File: src/rtl/scalar_wb_arbiter.sv
// Writeback arbiter: merges one ALU and one load-result stream into a single register file
// write port, with a one-entry ALU holding register and a per-register pending-write scoreboard.
module scalar_wb_arbiter #(
  parameter int unsigned DATA_W = 16,
  parameter int unsigned ADDR_W = 4
) (
  input  logic                     clk,
  input  logic                     rst_n,
  input  logic                     alu_valid,
  input  logic [ADDR_W-1:0]        alu_dst,
  input  logic [DATA_W-1:0]        alu_data,
  output logic                     alu_ready,
  input  logic                     mem_valid,
  input  logic [ADDR_W-1:0]        mem_dst,
  input  logic [DATA_W-1:0]        mem_data,
  input  logic                     issue_valid,
  input  logic [ADDR_W-1:0]        issue_dst,
  output logic                     issue_stall,
  output logic [(2**ADDR_W)-1:0]   busy,
  output logic                     wr_en,
  output logic [ADDR_W-1:0]        wr_dst,
  output logic [DATA_W-1:0]        wr_data,
  output logic [7:0]               wb_count
);

  localparam int unsigned NumRegs = 2 ** ADDR_W;

  logic                hold_valid;
  logic [ADDR_W-1:0]   hold_dst;
  logic [DATA_W-1:0]   hold_data;

  logic                alu_accept;
  logic                hold_load;
  logic                hold_clear;
  logic                sel_en;
  logic [ADDR_W-1:0]   sel_dst;
  logic [DATA_W-1:0]   sel_data;
  logic [NumRegs-1:0]  busy_set;
  logic [NumRegs-1:0]  busy_clr;

  assign alu_ready   = ~hold_valid;
  assign alu_accept  = alu_valid & alu_ready;
  assign issue_stall = issue_valid & busy[issue_dst];

  // Loads never stall, so an ALU result arriving alongside one is parked in the hold.
  always_comb begin
    hold_load  = 1'b0;
    hold_clear = 1'b0;
    sel_en     = 1'b0;
    sel_dst    = '0;
    sel_data   = '0;
    if (mem_valid) begin
      sel_en    = 1'b1;
      sel_dst   = mem_dst;
      sel_data  = mem_data;
      hold_load = alu_accept;
    end else if (hold_valid) begin
      sel_en     = 1'b1;
      sel_dst    = hold_dst;
      sel_data   = hold_data;
      hold_clear = 1'b1;
    end else if (alu_accept) begin
      sel_en   = 1'b1;
      sel_dst  = alu_dst;
      sel_data = alu_data;
    end
  end

  always_comb begin
    busy_set = '0;
    busy_clr = '0;
    if (issue_valid && !issue_stall) busy_set[issue_dst] = 1'b1;
    if (sel_en)                      busy_clr[sel_dst]   = 1'b1;
  end

  always_ff @(posedge clk or negedge rst_n) begin
    if (!rst_n) begin
      hold_valid <= 1'b0;
      hold_dst   <= '0;
      hold_data  <= '0;
      wr_en      <= 1'b0;
      wr_dst     <= '0;
      wr_data    <= '0;
      wb_count   <= '0;
      busy       <= '0;
    end else begin
      if (hold_load) begin
        hold_valid <= 1'b1;
        hold_dst   <= alu_dst;
        hold_data  <= alu_data;
      end else if (hold_clear) begin
        hold_valid <= 1'b0;
      end
      wr_en <= sel_en;
      if (sel_en) begin
        wr_dst   <= sel_dst;
        wr_data  <= sel_data;
        wb_count <= wb_count + 8'd1;
      end
      // A new reservation wins over a commit clearing the same bit.
      busy <= (busy & ~busy_clr) | busy_set;
    end
  end

endmodule

File: config.mk
export PLATFORM = sky130hd
export DESIGN_NAME = scalar_wb_arbiter
export DESIGN_NICKNAME = d
export VERILOG_FILES = /design/src/rtl/scalar_wb_arbiter.sv
export SDC_FILE = /design/constraint.sdc
export NUM_CORES = 1
export LEC_CHECK = 0
export ABC_AREA = 1
export ABC_CLOCK_PERIOD_IN_PS = 1800
export BUFFER_PORTS_ARGS = -buffer_cell sky130_fd_sc_hd__buf_4
export CORE_AREA = 3 3 110 112
export CTS_BUF_LIST = sky130_fd_sc_hd__clkbuf_4 sky130_fd_sc_hd__clkbuf_8
export DETAILED_ROUTE_END_ITERATION = 10
export DIE_AREA = 0 0 113 115
export SYNTH_ARGS = -nofsm -noshare
export SYNTH_HDL_FRONTEND = slang
export SYNTH_SLANG_ARGS = --single-unit
File: constraint.sdc
create_clock -name clk -period 1.8 [get_ports clk]
set_input_delay 0.36 -clock clk [delete_from_list [all_inputs] [get_ports clk]]
set_output_delay 0.36 -clock clk [all_outputs]
set_load 0.01 [all_outputs]
# ---- Yosys cells after proc, flatten, opt, wreduce, memory -nomap -nowiden
# Index checks and enable logic that the tools add are counted.
dict set report op_classes {
  addsub 1
  magnitude_cmp 4
  muxes 22
  n_bitwise 6
  n_reduce_logical 5
}
# operator count
set op_table {}
lappend op_table {{16-bit 2-to-1 mux} 5}
lappend op_table {{16-bit bitwise AND} 1}
lappend op_table {{16-bit NOT} 1}
lappend op_table {{16-bit bitwise OR} 1}
lappend op_table {{4-bit 2-to-1 mux} 3}
lappend op_table {{1-bit 2-to-1 mux} 11}
lappend op_table {{4-bit by 5-bit < comparator with 1-bit output (second input constant)} 2}
lappend op_table {{8-bit by 1-bit adder with 8-bit output (second input constant)} 1}
lappend op_table {{1-bit demux with 4-bit select} 2}
lappend op_table {{4-bit by 1-bit >= comparator with 1-bit output (second input constant)} 2}
lappend op_table {{1-bit binary-select mux with 4-bit select} 1}
lappend op_table {{1-bit logical AND} 3}
lappend op_table {{1-bit bitwise AND} 2}
lappend op_table {{2-bit nonzero test} 1}
lappend op_table {{1-bit logical NOT} 1}
lappend op_table {{1-bit NOT} 1}
dict set report totals {
  register_bits 66
  input_bits 49
  word_cells 46
}

# ---- Depth between registers and ports, before layout
dict set report depth {
  depth_word 13
  depth_mapped 12
  depth_no_buf 11
}

# ---- Least setup slack after synthesis
# OpenSTA, ideal clock, no wires.
dict set report synth_timing {
  path_type {input-to-output}
  from {input issue_dst[0]}
  to {output issue_stall}
  arrival_time_ns 1.148
  required_ns 1.440
  path_slack_ns 0.292
  path_stages 10
  path_buffers 2
  path_cell_list {buf_6 > nand2_1 > nand2_1 > nand2_1 > nand2_1 > nand2_1 > nand2_2 > nor2_4 > buf_6 > nor2_1}
}
dict set report synth_between {
  elab_chain_cells 3
}
# item line
set synth_lines {}
lappend synth_lines {{from (decl)} 17} ;# input logic [ADDR_W-1:0] issue_dst,
lappend synth_lines {{1-bit binary-select mux with 4-bit select} 43} ;# assign issue_stall = issue_valid & busy[issue_dst];
lappend synth_lines {{1-bit 2-to-1 mux (implied by the code)} 43}
lappend synth_lines {{1-bit bitwise AND} 43}
lappend synth_lines {{to (decl)} 18} ;# output logic issue_stall,
# Every way passes these cells. The select of a mux whose other input is x is not followed.

# ---- Worst setup path after layout
dict set report layout_timing {
  from {register busy[4]}
  to {output issue_stall}
}
dict set report layout_between {
  elab_chain_cells 3
}
# item line
set layout_lines {}
lappend layout_lines {{from (decl)} 19} ;# output logic [(2**ADDR_W)-1:0] busy,
lappend layout_lines {{from (signal assigned)} 101} ;# busy <= (busy & ~busy_clr) | busy_set;
lappend layout_lines {{1-bit binary-select mux with 4-bit select} 43}
lappend layout_lines {{1-bit 2-to-1 mux (implied by the code)} 43}
lappend layout_lines {{1-bit bitwise AND} 43}
# Every way passes these cells. The select of a mux whose other input is x is not followed.

==> out/metrics.cfg <==
[clock_tree]
h-tree-depth=3
clk_path_buf_depth=2
clock_latency_ns=0.35
cts_root_buf=clkbuf_8
numClockSinks=66
cts_tree=yes
cts_made_buffers=9
path_clk_slew_ns=0.07

[power_and_ir_drop]
pwr-share-seq_pct=42.1
clkPwrFrac_pct=27.9
cellLeakagePower_nw=2.325
p_sw_mw=1.618
p_sw_share_pct=32.27
vdd_drop_max_mv=0.6841
p_int_mw=3.396
pwr-share-comb_pct=30.0
p_per_area_nw_per_um2=1110

[global_routing]
overflow=0
grt_first_pass_wirelength_mm=15.79
grt_max_degree=36
grt_pass1_vias=3186
grt_usage_pct=15.36
grt_antenna_before_repair=0

[synth]
synth_flop_cell=dfrtp_1
synth.distinct_cells=25
syn-num-nets=450
synth_top_area_share_pct=49.77
ys_async_sr_fraction_pct=100.0
synth_area_per_cell_um2=8.295
yosysMostFrequentCell=nand2_1
ys_ff_latch=66
synth_edf_count=0
synth_area_leaders=dfrtp_1 (50%), nand2_1 (19%), mux2_1 (6.8%)
seq_area_frac_synth_pct=49.77
ys.warnings.count=0
yosysTopAreaCell=dfrtp_1
synth_commonest_cells=nand2_1 (165), dfrtp_1 (66), nor2_1 (22)
syn_inst=400
syn-cell-area_um2=3318

[timing]
worstMarginPinSlew_ns=0.4871
setup_viol=0
grt_setup_unrepaired=true
relSlewSlack_pct=67.53
fin_skew_ns=0.006496
hold_violations=0
period_share_pct=98.58
fmax_ghz=0.5636
setup_ws_ns=0.02560
post-route-min-period_ns=1.774
finalMaxSlewViolations=0
holdWs_ns=0.2225

[die]
die-area_um2=13000
core_um2=11320
die_h_um=115
num_io_pins=96
start_util_pct=29.31
fp-row-count=39
die_x_um=113

[drt]
ant_nets=0
wl_per_cell_um=14.57
vias=3047
drt_iter0_drc=120
drt_wl_total_mm=9.573
drc_errors=0
dr.pass1.iters=4
vias_per_cell=4.638

[placement]
port_buffers=95
dp_slack_ns=-0.07604
finalWeightedCongestion=0.9192
hpwl_mm=7.009

[worst_hold_path]
hp-start=mem_data[0]
hp-class=in2reg
min_to=wr_data[0]
whs_path_depth=3

[critical_path]
crit_fanout=3
worstSetupEndpointType=output port
reg2reg_depth=4
critical_path_class=reg2out
timing.rr.end=hold_data[11]
arrival_ns=1.41
reg2reg_slack_ns=0.22
reg2reg_from=hold_valid
cp-start-kind=flop
required_ns=1.44

[final_layout]
fill_cells=1175
fin_nets=560
drive_gt1_share_pct=30.35
diodes=0
syn_to_final_growth_pct=36.20

[outcome]
status=completed

[run]
maxCapViolCount=0

[worst max-delay path, cell delays in order (launching register included)]
cell and delay [ns]:
dfrtp_1 0.42, nand2_1 0.09, nand2_1 0.05, nand2_1 0.05, nand2_1 0.05, nand2_1 0.06, nand2_2 0.07, nor2_4 0.11
nor2_2 0.04, buf_4 0.13
[through the flow]
step	power, mW	cells	instance area, um^2	utilization (%)	TNS (ns)
final	5.015	657	4519	39.92	0
after detailed placement	3.572	632	4214	37.22	-0.07604
after floorplan	2.824	400	3318	-	0
after global routing	5.341	657	4519	39.92	-0.09366
after CTS	5.063	655	4502	39.77	0
after global placement	3.527	632	4214	37.22	0
[area by class of cell]
type	count	area, um^2	share of cell area, %
sequential	66	1652	36.54
multi-input combinational	296	1480	32.75
timing repair buffer	115	903.4	19.99
clock buffer	14	192.7	4.264
tap	143	178.9	3.959
inverter	22	82.58	1.827
clock inverter	1	30.03	0.6645
[power by group through the flow]
stage	Combinational (mW)	Sequential, mW	Clock, mW
after floorplan	0.637	2.19	0
after global placement	1.39	2.14	0
after detailed placement	1.42	2.15	0
after CTS	1.51	2.11	1.44
after global routing	1.68	2.16	1.51
final	1.51	2.11	1.40
[cells by family (layout without fill, tap and decap cells)]
logic type,Yosys count,in the layout,share of synthesized area [%]
multiplexers,20,20,6.787
flip-flops,66,66,49.77
AND/OR/NAND/NOR,217,217,27.07
XOR/XNOR,7,7,1.848
adder cells (fa/ha/maj),1,1,0.3770
buffers and inverters,38,152,5.769
AO/OA/AOI/OAI,51,51,8.371
[layer usage]
layer	up-vias	routed length, um	global-route usage [%]
met3	20	619	4.053
met1	1437	4287	19.57
li1	1492	-	-
met4	0	193	6.250
met5	-	0	0
met2	98	4473	24.92
[worst max path at each step]
stage                  from           to  slack [ns]  cells after the start
5_1_grt             busy[0]  issue_stall       -0.09                      9
3_5_place_dp   issue_dst[0]  issue_stall       -0.08                     11
4_1_cts            busy[13]  issue_stall      0.0004                      9
3_3_place_gp   issue_dst[0]  issue_stall        0.01                     11
6_report            busy[4]  issue_stall        0.03                      9
2_1_floorplan  issue_dst[0]  issue_stall        0.29                     10
[cell usage in the layout (no fill, tap or decap), types with 2 or more instances in the layout]
master,count
buf_12,3
clkbuf_8,14
o21ai_1,11
o21ai_0,16
xnor2_1,2
mux2_1,20
nor3_2,2
nor2_2,4
buf_4,111
o21ai_2,3
nor2_1,21
nand4_2,2
nand3_1,17
nand2_2,5
a21oi_1,20
dfrtp_1,66
nand2_1,164
inv_1,14
inv_2,8
xor2_1,5
[sequential cells by signal, summed over array words and instances, names as in the netlist]
name	cells
wr_en	1
busy	16
hold_data	16
wb_count	8
hold_dst	4
wr_data	16
hold_valid	1
wr_dst	4
[repair_timing]
item                                   CTS  global route
buffers inserted                         7             2
resized for setup                        1             1
endpoints found under the hold margin   34             0
hold buffers                             1             0
pin swaps                                1             7
setup endpoints to repair                1             1
Power figures use the tool's default switching activity.
